File: config.mk
export PLATFORM = sky130hd
export DESIGN_NAME = bimodal_wr_sched
export DESIGN_NICKNAME = d
export VERILOG_FILES = /design/src/rtl/bimodal_wr_sched.sv
export SDC_FILE = /design/constraint.sdc
export NUM_CORES = 1
export LEC_CHECK = 0
export CAP_MARGIN = 10
export CORE_MARGIN = 1
export CORE_UTILIZATION = 33
export DETAILED_ROUTE_END_ITERATION = 10
export GPL_TIMING_DRIVEN = 0
export SKIP_CTS_REPAIR_TIMING = 1
export SLEW_MARGIN = 20
export SYNTH_ARGS = -nofsm -noshare
export SYNTH_HDL_FRONTEND = slang
export SYNTH_SLANG_ARGS = --single-unit
File: constraint.sdc
create_clock -name clk -period 3 [get_ports clk]
set_input_delay 0.6 -clock clk [delete_from_list [all_inputs] [get_ports clk]]
set_output_delay 0.6 -clock clk [all_outputs]
set_load 0.02 [all_outputs]
File: src/rtl/bimodal_wr_sched.sv
// Write-port scheduler for the bimodal predictor table: sweeps the table after reset/clear,
// then merges saturating counter updates into bytes and drains them through a small FIFO.
module bimodal_wr_sched #(
  parameter int          IDX_W      = 8,
  parameter int          FIFO_DEPTH = 4,
  parameter logic [31:0] INIT_WORD  = 32'h0000_0000
) (
  input  logic                          clk,
  input  logic                          reset,
  input  logic                          clr_req,
  input  logic                          stall,
  input  logic                          upd_valid,
  output logic                          upd_ready,
  input  logic [IDX_W-1:0]              upd_index,
  input  logic [3:0]                    upd_slot,
  input  logic [1:0]                    upd_ctr,
  input  logic                          upd_dir,
  input  logic [7:0]                    upd_byte,
  output logic [IDX_W-1:0]              mem_wraddress,
  output logic [31:0]                   mem_data,
  output logic [3:0]                    mem_byteena,
  output logic                          mem_wren,
  output logic                          init_done,
  output logic [$clog2(FIFO_DEPTH):0]   fifo_count,
  output logic [15:0]                   merge_count
);

  localparam int PW = $clog2(FIFO_DEPTH);
  localparam logic [PW:0] DEPTH_C = FIFO_DEPTH[PW:0];

  typedef enum logic {ST_INIT, ST_RUN} state_t;

  typedef struct packed {
    logic [IDX_W-1:0] idx;
    logic [1:0]       lane;
    logic [7:0]       data;
  } entry_t;

  state_t           state, state_nxt;
  logic [IDX_W-1:0] sweep_idx;
  logic             sweep_last;

  entry_t           fifo_mem [FIFO_DEPTH];
  logic [PW-1:0]    rd_ptr, wr_ptr;
  logic [PW:0]      count;
  logic             full, empty, push, pop;
  entry_t           head;

  entry_t           last_entry, new_entry;
  logic             last_valid, last_hit;
  logic [1:0]       new_ctr;
  logic [7:0]       base_byte, merged_byte;

  assign sweep_last = &sweep_idx;
  assign full       = (count == DEPTH_C);
  assign empty      = (count == '0);
  assign head       = fifo_mem[rd_ptr];
  assign push       = upd_valid & upd_ready;
  assign pop        = (state == ST_RUN) & ~empty & ~stall;

  // NOTE: sequential state uses non-blocking assignments so every register samples pre-edge values.
  always_ff @(posedge clk) begin
    if (!reset) state <= ST_INIT;
    else        state <= state_nxt;
  end

  // NOTE: defaulting every always_comb output first keeps the block free of inferred latches.
  always_comb begin
    state_nxt = state;
    if (clr_req)                                state_nxt = ST_INIT;
    else if (state == ST_INIT && sweep_last)    state_nxt = ST_RUN;
  end

  always_ff @(posedge clk) begin
    if (!reset)                             sweep_idx <= '0;
    else if (clr_req || state == ST_RUN)    sweep_idx <= '0;
    else                                    sweep_idx <= sweep_idx + 1'b1;
  end

  // A back-to-back update to the same row/lane must build on the byte still in flight.
  always_comb begin
    last_hit  = last_valid && (last_entry.idx == upd_index) && (last_entry.lane == upd_slot[3:2]);
    base_byte = last_hit ? last_entry.data : upd_byte;
    if (upd_dir) new_ctr = (upd_ctr == 2'b11) ? 2'b11 : upd_ctr + 2'd1;
    else         new_ctr = (upd_ctr == 2'b00) ? 2'b00 : upd_ctr - 2'd1;
    merged_byte = base_byte;
    merged_byte[{upd_slot[1:0], 1'b0} +: 2] = new_ctr;
    new_entry = '{idx: upd_index, lane: upd_slot[3:2], data: merged_byte};
  end

  always_ff @(posedge clk) begin
    if (!reset || clr_req) begin
      rd_ptr <= '0;
      wr_ptr <= '0;
      count  <= '0;
    end else begin
      if (push) wr_ptr <= wr_ptr + 1'b1;
      if (pop)  rd_ptr <= rd_ptr + 1'b1;
      count <= count + {{PW{1'b0}}, push} - {{PW{1'b0}}, pop};
    end
  end

  // NOTE: FIFO storage is deliberately not reset; occupancy alone decides which entries are live.
  always_ff @(posedge clk) begin
    if (push) fifo_mem[wr_ptr] <= new_entry;
  end

  always_ff @(posedge clk) begin
    if (!reset) begin
      last_valid  <= 1'b0;
      last_entry  <= '0;
      merge_count <= '0;
    end else if (clr_req) begin
      last_valid  <= 1'b0;
    end else if (push) begin
      last_valid  <= 1'b1;
      last_entry  <= new_entry;
      if (last_hit) merge_count <= merge_count + 16'd1;
    end
  end

  always_comb begin
    upd_ready  = reset && (state == ST_RUN) && !full && !clr_req;
    init_done  = (state == ST_RUN);
    fifo_count = count;
    if (state == ST_INIT) begin
      mem_wren      = reset;
      mem_wraddress = sweep_idx;
      mem_data      = INIT_WORD;
      mem_byteena   = 4'hF;
    end else begin
      mem_wren      = ~empty & ~stall;
      mem_wraddress = head.idx;
      mem_data      = 32'(head.data) << {head.lane, 3'b000};
      mem_byteena   = 4'b0001 << head.lane;
    end
  end

endmodule

==> out/metrics.cfg <==
[run_status]
status = completed

[setup_path]
worst-path-buf-inv = 4
crit_type = flip-flop to output pin
startpoint_type = flip-flop
required_ns = 2.40
reg2reg_depth = 13
crit_arrival_ns = 2.34
crit_path_top_delay_cell = mux4_2
path_cells = buf_12, mux4_2, buf_6, nor3_4, buf_4, and2_1, buf_2
cp_top_family = buffers and inverters
crit_path_end_kind = output pin
cp.depth = 7
max_stage_delay_ns = 0.60
crit_fanout = 9

[min_path]
hp-class = flip-flop to flip-flop
hold-path-cell-count = 2

[timing]
fmax_ghz = 0.340
min_period_over_period_pct = 98.0
clock_skew_ns = 0.00872
relSlewSlack_pct = 34.7
slew_viol_final = 0
hold_viol = 0
setup_viol = 0
worst_pin_slew_ns = 0.980
final.min_clock_period_ns = 2.94
fin_ws_ns = 0.0592

[synth]
synth_cell_types = 44
syn_nets = 522
synth_edf_count = 72
syn_inst = 480
yosys_warnings = 0
ys_seq_area_share_pct = 56.9
avgSynthCellArea_um2 = 11.8
synthArstFlopShare_pct = 0
syn-cell-area_mm2 = 0.00566
synth_flop_cell = edfxtp_1
ys_seq_elements = 125

[place]
io_buffers = 93
post-place-ws_ns = -0.691
dpl_cell_area_mm2 = 0.00687
gp_congestion = 0.803
post-dp-hpwl_um = 9530

[cells_and_area]
multiInputGateArea_mm2 = 0.00234
drive_gt1_share_pct = 15.5
num-fill-cells = 1489
synthToLayoutAreaGrowth_pct = 35.7
mostFrequentLayoutCells = 72 x edfxtp_1, 51 x dfxtp_1, 49 x nand2_1
seqCellArea_mm2 = 0.00323
fin_nets = 643
mostFrequentLayoutCell = edfxtp_1
n_antenna_cell = 0
final_cell_area_mm2 = 0.00768

[grt]
grtUsageTotal_pct = 16.1
antenna_found_initial = 0
grt_max_degree = 19
grt-ovfl-total = 0
grt_pass1_wl_um = 21600
grt_pass1_vias = 4084

[drt]
drt_iter0_markers = 218
drc = 0
drt-wirelength-per-cell_um = 16.4
via_per_inst = 5.03
antenna_left = 0
drtPass1Iterations = 4
vias = 4190
drt_wl_total_um = 13700

[pwr]
ir_worst_vdd_mv = 0.405
p_per_area_mw_per_mm2 = 513
p_leak_nw = 3.24

[die]
die_x_um = 133
die_area_mm2 = 0.0177
die_h_um = 133
fp.coreArea_mm2 = 0.0166
rows = 47
start_util_pct = 34.0
io_pins = 94

[clocking]
cts_tree = yes
clock_path_buffers = 2
path_clk_slew_ns = 0.05
numCtsBuffers = 17
clk_latency_ns = 0.41
clkSinkCount = 125
h-tree-depth = 4
cts-root-buf = clkbuf_16

[job]
maxCapViolations = 0

## layout make-up
type	count	area share, %
buffer	18	1.45
multi-input combinational	318	30.4
clock buffer	21	5.73
clock inverter	10	1.60
inverter	18	0.928
tap	220	3.58
timing repair buffer	103	14.3
sequential	125	42.0
## sequential cells by signal, summed over array words and instances (netlist names), named ones only
name         cells
sweep_idx        8
fifo_count       3
init_done        1
merge_count     16
rd_ptr           2
last_entry      18
wr_ptr           2
fifo_mem        72
last_valid       1
## cells in the mapped netlist, drive strengths merged (3+ instances only)
master	n	share of area (%)
o21a	3	0.40
o221ai	4	0.62
xnor2	12	1.9
xor2	9	1.4
nor2b	9	0.99
o21ai	24	2.1
inv	16	1.1
edfxtp	72	38
o22ai	5	0.55
or4	3	0.40
a31oi	4	0.44
nand3	14	1.2
ha	13	2.9
and3	5	0.55
buf	9	0.80
nor3	8	0.88
nand4	6	0.66
and2	28	3.1
o2bb2ai	4	0.62
nand2b	6	0.66
or3	12	1.4
mux2i	4	0.71
dfxtp	53	19
a21oi	27	2.4
nand2	49	3.2
mux2	8	1.6
mux4	18	7.2
nor3b	3	0.40
clkbuf	10	0.66
nor2	25	1.7
## metal layers
layer / wire (um) / GRT usage [%]
met4: 204 / 6.07
met3: 882 / 4.79
met1: 6380 / 21.1
met5: 0 / 0
met2: 6220 / 25.0
## kinds of logic after synthesis
| kind of cell | count (synthesis) | share of synthesized area (%) |
|---|---|---|
| simple gates | 175 | 16.4 |
| flops | 125 | 56.9 |
| compound gates | 78 | 8.11 |
| buf+inv | 37 | 2.65 |
| mux | 30 | 9.46 |
| xor+xnor | 21 | 3.25 |
| fa+ha+maj | 14 | 3.23 |
## report_power, final
group / internal [mW] / leakage, nW / switching, mW
Sequential: 1.82 / 1.08 / 0.00124
Clock: 1.29 / 0.279 / 0.697
Combinational: 0.0603 / 1.88 / 0.0809
Total: 3.16 / 3.24 / 0.779
## per-stage QoR
stage                     power, mW  util, %  instances  TNS [ns]  hold slack [ns]
after floorplan                1.91        -        480         0            0.423
after global placement         1.99     41.3        793    -47.73            0.439
after detailed placement       1.99     41.3        793    -47.32            0.457
after global routing           4.08     46.2        833    -0.263            0.476
final                          3.94     46.2        833         0            0.465
after CTS                      3.98     44.7        824    -29.82            0.467
## final timing paths
path / start / endpoint / slack [ns]
setup / recovery: flip-flop / mem_data[2] / 0.06
hold / removal: last_entry[10] / last_entry[10] / 0.46
setup reg to reg: init_done / fifo_count[2] / 0.27
hold reg to reg: last_entry[10] / last_entry[10] / 0.46
## worst reg2reg max path, stage by stage, from the launching register on
cell and delay [ns]:
dfxtp_1 0.33, clkbuf_4 0.23, nand4b_1 0.22, nor2_4 0.22, inv_1 0.10, buf_4 0.19, ha_1 0.30, inv_1 0.06
ha_1 0.14, inv_1 0.05, fa_1 0.37, xor2_1 0.18, xnor2_1 0.14, nor2_1 0.05
Power figures use the tool's default switching activity.
